$ cat config.mk
export PLATFORM = sky130hd
export DESIGN_NAME = hwpe_stream_tcdm_rr_arbiter
export DESIGN_NICKNAME = d
export VERILOG_FILES = /design/src/rtl/hwpe_stream_tcdm_rr_arbiter.sv
export SDC_FILE = /design/constraint.sdc
export NUM_CORES = 1
export LEC_CHECK = 0
export BUFFER_PORTS_ARGS = -buffer_cell sky130_fd_sc_hd__buf_2
export CAP_MARGIN = 40
export CORE_AREA = 5 5 202 204
export CTS_CLUSTER_DIAMETER = 40
export DETAILED_ROUTE_END_ITERATION = 6
export DIE_AREA = 0 0 207 209
export GPL_TIMING_DRIVEN = 0
export PLACE_DENSITY_LB_ADDON = 0.12
export SLEW_MARGIN = 20
export SYNTH_ARGS = -nofsm -noshare
export SYNTH_HDL_FRONTEND = slang
export SYNTH_SLANG_ARGS = --single-unit
$ cat constraint.sdc
create_clock -name clk_i -period 4.15 [get_ports clk_i]
set_clock_uncertainty 0.2 [all_clocks]
set_input_delay 0.6225 -clock clk_i [delete_from_list [all_inputs] [get_ports clk_i]]
set_output_delay 0.6225 -clock clk_i [all_outputs]
set_load 0.02 [all_outputs]
$ cat src/rtl/hwpe_stream_tcdm_rr_arbiter.sv
// rtl/hwpe_stream_tcdm_rr_arbiter.sv - round-robin TCDM arbiter with in-order read response steering
module hwpe_stream_tcdm_rr_arbiter #(
    parameter int NB_IN           = 4,
    parameter int MAX_OUTSTANDING = 2
) (
    input  logic                clk_i,
    input  logic                rst_i,
    input  logic                clear_i,
    input  logic [NB_IN-1:0]    in_req_i,
    output logic [NB_IN-1:0]    in_gnt_o,
    input  logic [NB_IN*32-1:0] in_add_i,
    input  logic [NB_IN-1:0]    in_wen_i,
    input  logic [NB_IN*4-1:0]  in_be_i,
    input  logic [NB_IN*32-1:0] in_data_i,
    output logic [NB_IN*32-1:0] in_r_data_o,
    output logic [NB_IN-1:0]    in_r_valid_o,
    output logic                out_req_o,
    input  logic                out_gnt_i,
    output logic [31:0]         out_add_o,
    output logic                out_wen_o,
    output logic [3:0]          out_be_o,
    output logic [31:0]         out_data_o,
    input  logic [31:0]         out_r_data_i,
    input  logic                out_r_valid_i,
    output logic                busy_o,
    output logic                err_o
);

    localparam int ID_W  = (NB_IN > 1) ? $clog2(NB_IN) : 1;
    localparam int CNT_W = $clog2(MAX_OUTSTANDING + 1);
    localparam int PTR_W = (MAX_OUTSTANDING > 1) ? $clog2(MAX_OUTSTANDING) : 1;

    logic [ID_W-1:0]  rr_ptr_q;
    logic [ID_W-1:0]  id_fifo_q [MAX_OUTSTANDING];
    logic [PTR_W-1:0] head_q;
    logic [PTR_W-1:0] tail_q;
    logic [CNT_W-1:0] cnt_q;
    logic             err_q;

    logic [ID_W-1:0]  winner;
    logic [ID_W-1:0]  scan_idx;
    logic [ID_W-1:0]  head_id;
    logic             found;
    logic             stall;
    logic             hs;
    logic             push;
    logic             pop;
    int               scan_sum;

    // Pick the first requester at or after rr_ptr, wrapping modulo NB_IN
    always_comb begin
        winner   = '0;
        found    = 1'b0;
        scan_idx = '0;
        scan_sum = 0;
        for (int k = 0; k < NB_IN; k++) begin
            scan_sum = int'(rr_ptr_q) + k;
            if (scan_sum >= NB_IN) begin
                scan_sum = scan_sum - NB_IN;
            end
            scan_idx = ID_W'(scan_sum);
            if (!found && in_req_i[scan_idx]) begin
                winner = scan_idx;
                found  = 1'b1;
            end
        end
    end

    // A full ID FIFO blocks every new request; a same-cycle pop is not considered
    assign stall     = (cnt_q == CNT_W'(MAX_OUTSTANDING));
    assign out_req_o = (|in_req_i) & ~stall;
    assign hs        = out_req_o & out_gnt_i;
    assign push      = hs & in_wen_i[winner];
    assign pop       = out_r_valid_i & (cnt_q != '0);
    assign head_id   = id_fifo_q[head_q];

    // Steer the winner's request fields; lane 0 when idle since they are don't-care then
    always_comb begin
        out_add_o  = in_add_i[31:0];
        out_wen_o  = in_wen_i[0];
        out_be_o   = in_be_i[3:0];
        out_data_o = in_data_i[31:0];
        for (int i = 0; i < NB_IN; i++) begin
            if (winner == ID_W'(i)) begin
                out_add_o  = in_add_i[i*32 +: 32];
                out_wen_o  = in_wen_i[i];
                out_be_o   = in_be_i[i*4 +: 4];
                out_data_o = in_data_i[i*32 +: 32];
            end
        end
    end

    // Grant back to the winner and response valid to the FIFO head, both zero-latency
    always_comb begin
        in_gnt_o     = '0;
        in_r_valid_o = '0;
        for (int i = 0; i < NB_IN; i++) begin
            in_gnt_o[i]     = hs  && (winner  == ID_W'(i));
            in_r_valid_o[i] = pop && (head_id == ID_W'(i));
        end
    end

    assign in_r_data_o = {NB_IN{out_r_data_i}};
    assign busy_o      = (|in_req_i) | (cnt_q != '0);
    assign err_o       = err_q;

    // Arbitration pointer, read-ID FIFO and sticky protocol error
    always_ff @(posedge clk_i or posedge rst_i) begin
        if (rst_i) begin
            rr_ptr_q <= '0;
            head_q   <= '0;
            tail_q   <= '0;
            cnt_q    <= '0;
            err_q    <= 1'b0;
            for (int i = 0; i < MAX_OUTSTANDING; i++) begin
                id_fifo_q[i] <= '0;
            end
        end else if (clear_i) begin
            rr_ptr_q <= '0;
            head_q   <= '0;
            tail_q   <= '0;
            cnt_q    <= '0;
            err_q    <= 1'b0;
            for (int i = 0; i < MAX_OUTSTANDING; i++) begin
                id_fifo_q[i] <= '0;
            end
        end else begin
            if (hs) begin
                rr_ptr_q <= (winner == ID_W'(NB_IN - 1)) ? '0 : winner + 1'b1;
            end
            if (push) begin
                id_fifo_q[tail_q] <= winner;
                tail_q <= (tail_q == PTR_W'(MAX_OUTSTANDING - 1)) ? '0 : tail_q + 1'b1;
            end
            if (pop) begin
                head_q <= (head_q == PTR_W'(MAX_OUTSTANDING - 1)) ? '0 : head_q + 1'b1;
            end
            case ({push, pop})
                2'b10:   cnt_q <= cnt_q + CNT_W'(1);
                2'b01:   cnt_q <= cnt_q - CNT_W'(1);
                default: cnt_q <= cnt_q;
            endcase
            if (out_r_valid_i && (cnt_q == '0)) begin
                err_q <= 1'b1;
            end
        end
    end

endmodule

=== After elaboration in Yosys (flattened, before gate mapping) ===
Index checks and enable logic that the tools add are counted.

* Reduce and logical (&&, ||, !) cells: 26
* Magnitude comparators: 12
* Mux-type cells: 54
* Add/sub/neg operators: 12
* Eq/ne operators: 9
* Bitwise gates (word level): 8

{| class="wikitable"
|+ Operator list
! cell !! count
|-
| $mux W32 || 6
|-
| $mux W2 || 16
|-
| $mux W4 || 5
|-
| $mux W1 || 19
|-
| $lt A2 B3 Y1 const B || 5
|-
| $logic_and A1 B1 Y1 || 13
|-
| $eq A2 B2 Y1 const B || 6
|-
| $bmux W1 S2 || 5
|-
| $reduce_bool A2 Y1 || 5
|-
| $sub A2 B1 Y2 const B || 5
|-
| $ge A3 B3 Y1 const B || 3
|-
| $add A2 B2 Y3 const B || 2
|-
| $eq A2 B1 Y1 const B || 3
|-
| $logic_not A2 Y1 || 3
|-
| $add A2 B1 Y2 const B || 2
|-
| $and A1 B1 Y1 || 4
|-
| $bwmux W4 || 1
|-
| $ge A2 B2 Y1 const B || 2
|-
| $not A1 Y2 || 2
|-
| $pmux W2 S2 || 1
|-
| $reduce_or A4 Y1 || 1
|-
| $add A2 B1 Y3 const B || 1
|-
| $ge A2 B3 Y1 const B || 1
|-
| $logic_not A1 Y1 || 3
|-
| 6 further kinds || 7
|}

* Bits of input ports: 317
* Register bits after elaboration: 11
* Word-level logic and storage cells: 128
* Output and inout bits: 208

=== Depth between registers and ports, before layout ===
Gate-level depths: netlist of the first run.

* Depth after elaboration: 20
* Mapped depth: 11

=== Least setup slack after synthesis of the first run ===
Ideal clock, no wire load.

* Path type: in2out
* Start: input port in_req_i[2]
* End: output port out_data_o[15]
* Stages on the path: 11
* Arrival: 2.818 ns
* Setup slack: 0.510 ns
* Path buffers: 2
* Cells stage by stage: nor2b_1 > a311oi_1 > nor2_1 > inv_1 > ha_1 > clkbuf_1 > clkbuf_1 > mux2i_1 > nor2_1 > a21oi_1 > o21ai_0

* Longest elaborated chain between the ends: 16
* Elaborated cells on any way between the ends: 27
* Classes of those cells: eq/ne (3); mux (18); reduce/logical (6)

{| class="wikitable"
|+ RTL lines
! item !! RTL line !! RTL
|-
| start: declaration || 9 || <nowiki>input logic [NB_IN-1:0] in_req_i,</nowiki>
|-
| $bmux W1 S2 || 62 || <nowiki>if (!found && in_req_i[scan_idx]) begin</nowiki>
|-
| $mux W1 (implied by the code) || 62 ||
|-
| $mux W1 || 62 ||
|-
| $logic_not A1 Y1 || 62 ||
|-
| $logic_and A1 B1 Y1 || 62 ||
|-
| $mux W1 || 62 ||
|-
| $logic_not A1 Y1 || 62 ||
|-
| $logic_and A1 B1 Y1 || 62 ||
|-
| $mux W1 || 62 ||
|-
| $logic_not A1 Y1 || 62 ||
|-
| $logic_and A1 B1 Y1 || 62 ||
|-
| $mux W2 (*) || 62 ||
|-
| $eq A2 B1 Y1 || 84 || <nowiki>if (winner == ID_W'(i)) begin</nowiki>
|-
| $mux W32 (2 in a row) || 84 ||
|-
| $mux W32 (*) || 84 ||
|-
| end: declaration || 22 || <nowiki>output logic [31:0] out_data_o,</nowiki>
|}

Every way passes the cells marked *; elsewhere a longest branch is shown, timed or not. The select of a mux whose other input is x is not followed.

=== Final worst setup path of the first run ===
* Start: input port in_req_i[2]
* End: output port out_add_o[26]

* Longest elaborated chain between the ends: 16
* Elaborated cells on any way between the ends: 27
* Classes of those cells: eq/ne (3); mux (18); reduce/logical (6)

{| class="wikitable"
|+ RTL lines
! item !! RTL line !! RTL
|-
| $bmux W1 S2 || 62 ||
|-
| $mux W1 (implied by the code) || 62 ||
|-
| $mux W1 || 62 ||
|-
| $logic_not A1 Y1 || 62 ||
|-
| $logic_and A1 B1 Y1 || 62 ||
|-
| $mux W1 || 62 ||
|-
| $logic_not A1 Y1 || 62 ||
|-
| $logic_and A1 B1 Y1 || 62 ||
|-
| $mux W1 || 62 ||
|-
| $logic_not A1 Y1 || 62 ||
|-
| $logic_and A1 B1 Y1 || 62 ||
|-
| $mux W2 (*) || 62 ||
|-
| $eq A2 B1 Y1 || 84 ||
|-
| $mux W32 (2 in a row) || 84 ||
|-
| $mux W32 (*) || 84 ||
|-
| end: declaration || 19 || <nowiki>output logic [31:0] out_add_o,</nowiki>
|}

Marked as above.

==> flow_summary.ini, run 1 <==
[finish]
final_util = 0.1834
final_nets = 1429
final_layout_size_suffix_gt1_frac = 0.5971
area_delta_synth_final_pct = 85.35
fillCellCount = 4644
fin_cells = 1634

[pwr]
intPower_w = 0.0008144
p_seq_frac = 0.073
ir_worst_vdd_v = 0.00009853
leakage_nw = 3.780
swShare = 0.5444
clkPwrFrac = 0.101
p_switching_w = 0.0009730
combinationalPowerShare = 0.826
cellPowerDensity_mw_per_mm2 = 249.3

[global_route]
grt_pass1_wl_um = 40080
antenna_found_initial = 3
grt_pass1_vias = 6184
grt_usage = 0.1189
grt.overflow.total = 0
grt_max_degree = 12

[detailed_routing]
drc = 0
drt_iter0_markers = 208
drt-total-wl_um = 28260
drtAntennaViolNets = 0
dr_total_vias = 5759
wl_per_cell_um = 17.30
drtPass1Iterations = 4
detail_route.vias_per_cell = 3.524

[yosys]
synth_top_area_frac = 0.2484
syn_inst = 609
synthTopCellsByCount = 128 x buf_4, 81 x nor2_1, 74 x a21oi_1, 74 x mux2i_1, 74 x nand2_1
synthTopCellsByArea = buf_4 25%, mux2i_1 19%, a21oi_1 9.6%
yosysTopAreaCell = buf_4
synthFlopType = dfrtp_1
syn-num-nets = 930
synth_edf_count = 0
syn_area_per_cell_um2 = 6.353
syn-cell-area_mm2 = 0.003869
synth_most_common_cell = buf_4
async_flop_share = 1.000
synth_seq_area_share = 0.07115
yosysWarnings = 0
synth-seq-cells = 11
ys_types = 42

[clock_tree]
cts_hold_buf = 0
clockRootBuffer = clkbuf_16
htree_levels = 1
cts_buffers = 3
cts_tree = built
clock_latency_ps = 240
cts.sinks = 11
path_clk_slew_ps = 50
clockBufferDepth = 2

[place]
routabilityCongestion = 0.7776
port_buffers = 492
hpwl_um = 24610
dp_cells = 1629

[timing]
timing.fmax_mhz = 254.6
relSlewSlack = 0.5902
drv_slew = 0
setup_violations = 0
fin_crit_sh = 0.9464
tightest_slew_ps = 608.3
rsz0062_at_grt = false
period_minus_slack_ps = 3928
tns_ps = 0
final-hold-violation-count = 0

[floorplan]
coreArea_mm2 = 0.03909
io_pins = 525
initial_core_util = 0.09896
die_w_um = 207
die_area_mm2 = 0.04326
rows = 73
dieHeight_um = 209

[outcome]
status = complete, no violations

[setup_path]
cp_max_fo = 10
timing.rr.start = rr_ptr_q[1]$_DFFE_PP0P_
cp-end-kind = output port
required_ps = 3330
cp_data_arrival_time_ps = 3110
worst_setup_path_start_kind = input pin
worstSetupPathType = input pin to output port
ff2ff_path_depth = 5
worstSetupStartpoint = in_req_i[2]

[job]
cap_violations = 0

[hold_path]
hp-class = input pin to asynchronous set/reset pin
[power by group through the flow]
stage / Sequential [W] / Combinational, W / Clock, W
4_1_cts: 0.000130 / 0.00151 / 0.000187
2_1_floorplan: 0.000130 / 0.000875 / 0
3_5_place_dp: 0.000131 / 0.00150 / 0
5_1_grt: 0.000132 / 0.00161 / 0.000191
3_3_place_gp: 0.000132 / 0.00150 / 0
6_report: 0.000131 / 0.00148 / 0.000181
[per-layer routing]
metal	global-route usage	vias up	routed length, um
met5	0	-	0
met3	0.03093	4	2056
met2	0.2300	292	14990
li1	-	2922	-
met4	0.006156	0	27
met1	0.1376	2541	11190
[per-stage QoR]
| step | area, um2 | worst slack (ps) | power, W | hold WS [ps] |
|---|---|---|---|---|
| 2_1_floorplan | 3869 | 509.7 | 0.001005 | 274.9 |
| 3_3_place_gp | 6988 | -1231 | 0.001629 | 285.9 |
| 3_5_place_dp | 7027 | -791.2 | 0.001627 | 299.5 |
| 4_1_cts | 7149 | 7.427 | 0.001828 | 237.7 |
| 5_1_grt | 7168 | 33.39 | 0.001935 | 271.3 |
| 6_report | 7171 | 222.4 | 0.001787 | 201.1 |
[worst max-delay path, cell delays in order]
cell      delay [ps]
buf_2            140
nor2b_1          170
a311oi_2          70
nor2_1           340
ha_1             380
clkbuf_2         270
clkbuf_1         490
nor2_1           120
a21oi_1          180
o21ai_0          120
buf_2            200
[what timing repair did]
| item | 4_1_cts | 5_1_grt |
|---|---|---|
| resized for setup | 26 | 13 |
| endpoints found under the setup margin | 70 | 50 |
| setup buffers | 0 | 0 |
[sequential cells by signal (all words and copies together), names as in the netlist]
name,flops
id_fifo_q,4
cnt_q,2
rr_ptr_q,2
err_o,1
head_q,1
tail_q,1
[cell type report]
cell class | instances | area [um2] | area share
Antenna cell | 2 | 5.005 | 0.0006980
Buffer | 167 | 1164 | 0.1623
Clock buffer | 4 | 78.83 | 0.01099
Inverter | 11 | 41.29 | 0.005758
Multi-Input combinational cell | 419 | 2454 | 0.3422
Sequential cell | 11 | 275.3 | 0.03839
Tap cell | 525 | 656.9 | 0.09161
Timing Repair Buffer | 495 | 2496 | 0.3481
[cell usage in the layout (no fill, tap or decap), types with 3 or more instances in the layout]
| master | synthesis | layout |
|---|---|---|
| o21ai_0 | 70 | 69 |
| buf_4 | 128 | 128 |
| a21oi_1 | 74 | 74 |
| mux2i_1 | 74 | 73 |
| dfrtp_1 | 11 | 11 |
| clkbuf_1 | 35 | 16 |
| nand2_1 | 74 | 74 |
| nor2_1 | 81 | 81 |
| o21ai_1 | 2 | 3 |
| nand2b_1 | 3 | 3 |
| buf_6 | 0 | 4 |
| clkbuf_2 | 0 | 11 |
| clkbuf_4 | 0 | 5 |
| clkbuf_16 | 0 | 3 |
| and2_1 | 4 | 4 |
| buf_2 | 0 | 497 |
| ha_1 | 4 | 3 |
| inv_1 | 10 | 10 |
[path summary, 6_finish.rpt]
kind                                            to  slack (ps)
setup / recovery                     out_add_o[26]         220
hold / removal                  head_q$_DFFE_PP0P_         200
setup reg to reg              cnt_q[1]$_DFFE_PP0P_        1810
hold reg to reg                  err_o$_DFFE_PP0P_         310
max in group asynchronous  rr_ptr_q[1]$_DFFE_PP0P_        3210
min in group clk_i               err_o$_DFFE_PP0P_         310
[cell families after synthesis]
family | after synthesis | share of synthesized area
multiplexers | 75 | 0.1944
buffers and inverters | 179 | 0.2979
XOR/XNOR | 2 | 0.004529
flip-flops | 11 | 0.07115
adder cells (fa/ha/maj) | 4 | 0.01294
AO/OA/AOI/OAI | 160 | 0.2293
AND/OR/NAND/NOR | 178 | 0.1899
Power figures use the tool's default switching activity.
==> run 2, diff against run 1 <==
- ABC_AREA: not set -> 1
- CORE_AREA: 5 5 202 204 -> 5 5 200 202
- DIE_AREA: 0 0 207 209 -> 0 0 205 207
==> flow_summary.ini, run 2 <==
[floorplan]
coreArea_mm2 = 0.03811
initial_core_util = 0.1050
rows = 72
io_pins = 525
dieHeight_um = 207
die_w_um = 205
die_area_mm2 = 0.04244

[pwr]
p_seq_frac = 0.027
intPower_w = 0.002258
cellPowerDensity_mw_per_mm2 = 877.6
clkPwrFrac = 0.028
leakage_nw = 4.111
swShare = 0.6523
p_switching_w = 0.004234
combinationalPowerShare = 0.945
ir_worst_vdd_v = 0.0002843

[timing]
setup_violations = 0
rsz0062_at_grt = true
tightest_slew_ps = 609.6
timing.fmax_mhz = 258.7
tns_ps = 0
relSlewSlack = 0.5893
period_minus_slack_ps = 3865
drv_slew = 0
final-hold-violation-count = 0
fin_crit_sh = 0.9314

[yosys]
synth_edf_count = 0
synthTopCellsByCount = 247 x nand2_1, 146 x o21ai_0, 128 x buf_4
ys_types = 31
synth_most_common_cell = nand2_1
synth_seq_area_share = 0.06877
synth_top_area_frac = 0.2401
synth-seq-cells = 11
yosysTopAreaCell = buf_4
synthTopCellsByArea = buf_4 24%, nand2_1 23%, o21ai_0 18%
yosysWarnings = 0
synthFlopType = dfrtp_1
syn_inst = 740
syn-num-nets = 1061
async_flop_share = 1.000
syn-cell-area_mm2 = 0.004003
syn_area_per_cell_um2 = 5.409

[detailed_routing]
drc = 0
drt-total-wl_um = 29920
drtAntennaViolNets = 0
drtPass1Iterations = 4
wl_per_cell_um = 16.95
wl_met3_um = 2114
detail_route.vias_per_cell = 3.620
met2WireLength_um = 15390
met1_length_um = 12190
dr_total_vias = 6390
drt_iter0_markers = 264
top_layer = met4

[global_route]
grt_pass1_wl_um = 42400
grt_pass1_vias = 6410
grt_usage = 0.1289
grt_max_degree = 12
grt.overflow.total = 0
antenna_found_initial = 6

[clock_tree]
path_clk_slew_ps = 40
cts_tree = built
cts.sinks = 11
clock_latency_ps = 240
clockRootBuffer = clkbuf_16
clockBufferDepth = 2
cts_buffers = 3
htree_levels = 1

[finish]
final_util = 0.1941
top_register = id_fifo_q
reg_top3 = id_fifo_q x4, cnt_q x2, rr_ptr_q x2
final_common_cell = buf_2
multi_input_area_mm2 = 0.002487
regArea_um2 = 275.3
largest_reg_flops = 4
layout_common_cells = 492 x buf_2, 247 x nand2_1, 142 x o21ai_0
fillCellCount = 4543
area_delta_synth_final_pct = 84.81
final_layout_size_suffix_gt1_frac = 0.5592
final_nets = 1563

[setup_path]
worst_setup_path_start_kind = flop
rrSetupSlack_ps = 1770
ff2ff_path_depth = 18
path_cells = buf_6, inv_8, nand2_1, and2_4, a21oi_4, nand2_4, nor2_4, nor2_4, inv_2, ha_2, buf_6, clkbuf_4, clkbuf_2, nand2_1, o21ai_0, buf_2
worstSetupPathType = flop to output port
timing.rr.end = cnt_q[0]$_DFFE_PP0P_
timing.rr.start = rr_ptr_q[0]$_DFFE_PP0P_
required_ps = 3330
max_stage_delay_ps = 370
cp_max_fo = 10
cp_data_arrival_time_ps = 3040
cp_slowest_cell = dfrtp_1
cp-end-kind = output port

[job]
cap_violations = 0

[place]
hpwl_um = 26420
port_buffers = 492
routabilityCongestion = 0.7918

[outcome]
status = complete, no violations

[hold_path]
hp-class = input pin to asynchronous set/reset pin
==> run 2: cell types whose count changed in the layout (fill, tap and decap cells not counted), sizes merged, moves of 4 or more <==
cell,before,now
o21ai,72,151
a21oi,74,4
inv,11,27
mux2i,74,0
nand3,2,85
buf,630,637
nand4,0,4
nand2,74,257
nor2,82,15
diode,2,6
==> run 2: per-layer routing <==
metal,vias up,track usage
li1,3300,-
met2,262,0.2415
met3,14,0.02190
met4,0,0.01594
met5,-,0
met1,2814,0.1573
==> run 2: layout make-up <==
type / instances / area share
antenna: 6 / 0.002030
buffer: 169 / 0.1609
clock buffer: 4 / 0.01066
inverter: 29 / 0.01624
multi-input combinational: 526 / 0.3363
sequential: 11 / 0.03721
tap: 518 / 0.08762
timing repair buffer: 502 / 0.3491
==> run 2: cells by family (layout without fill, tap and decap cells) <==
logic type               Yosys count  count (layout)  share of synthesized area
AO/OA/AOI/OAI                    157             157                     0.2013
adder cells (fa/ha/maj)            4               4                    0.01250
buffers and inverters            203             704                     0.3148
flip-flops                        11              11                    0.06877
other                              0               6                          0
AND/OR/NAND/NOR                  365             365                     0.4026
==> run 2: power by group through the flow <==
stage	sequential, W	combinational (W)	clock [W]
6_report	0.000178	0.00614	0.000179
5_1_grt	0.000183	0.00679	0.000191
4_1_cts	0.000178	0.00629	0.000183
3_5_place_dp	0.000178	0.00612	0
3_3_place_gp	0.000179	0.00605	0
2_1_floorplan	0.000173	0.00361	0
==> run 2: worst max-delay path by stage <==
| stage | start | cells after the start | end |
|---|---|---|---|
| 6_report | rr_ptr_q[0]$_DFFE_PP0P_ | 16 | out_add_o[10] |
| 5_1_grt | rr_ptr_q[0]$_DFFE_PP0P_ | 19 | out_add_o[4] |
| 4_1_cts | rr_ptr_q[0]$_DFFE_PP0P_ | 15 | out_data_o[3] |
| 3_5_place_dp | in_req_i[3] | 18 | out_add_o[15] |
| 3_3_place_gp | in_req_i[3] | 19 | out_add_o[15] |
| 2_1_floorplan | in_req_i[3] | 16 | out_add_o[12] |
==> run 2: per-stage QoR <==
| stage | total power [W] | instance area, um2 | worst slack, ps | instances | hold slack [ps] |
|---|---|---|---|---|---|
| after floorplan | 0.003787 | 4003 | 318.8 | 740 | 253.5 |
| after global placement | 0.006224 | 7113 | -1358 | 1750 | 294.0 |
| after detailed placement | 0.006298 | 7196 | -1301 | 1757 | 298.9 |
| after CTS | 0.006647 | 7357 | 17.10 | 1761 | 238.4 |
| after global routing | 0.007165 | 7395 | -43.93 | 1764 | 247.1 |
| final | 0.006492 | 7397 | 284.8 | 1765 | 213.8 |
==> run 2: repair_timing <==
action                     in CTS  in global routing
cloned                          0                  0
hold buffers                    0                  0
resized for setup              31                 37
setup buffers                   2                  1
setup endpoints to repair      72                 64
pin swaps                       1                  2
==> run 2: worst max-delay path, delay by kind of cell (launching register included) <==
| kind | cells | cell delay (ps) |
|---|---|---|
| AOI/OAI and AO/OA | 2 | 270 |
| adders and majority gates | 1 | 290 |
| buffers and inverters | 7 | 1210 |
| DFF | 1 | 370 |
| and+or+nand+nor | 6 | 620 |
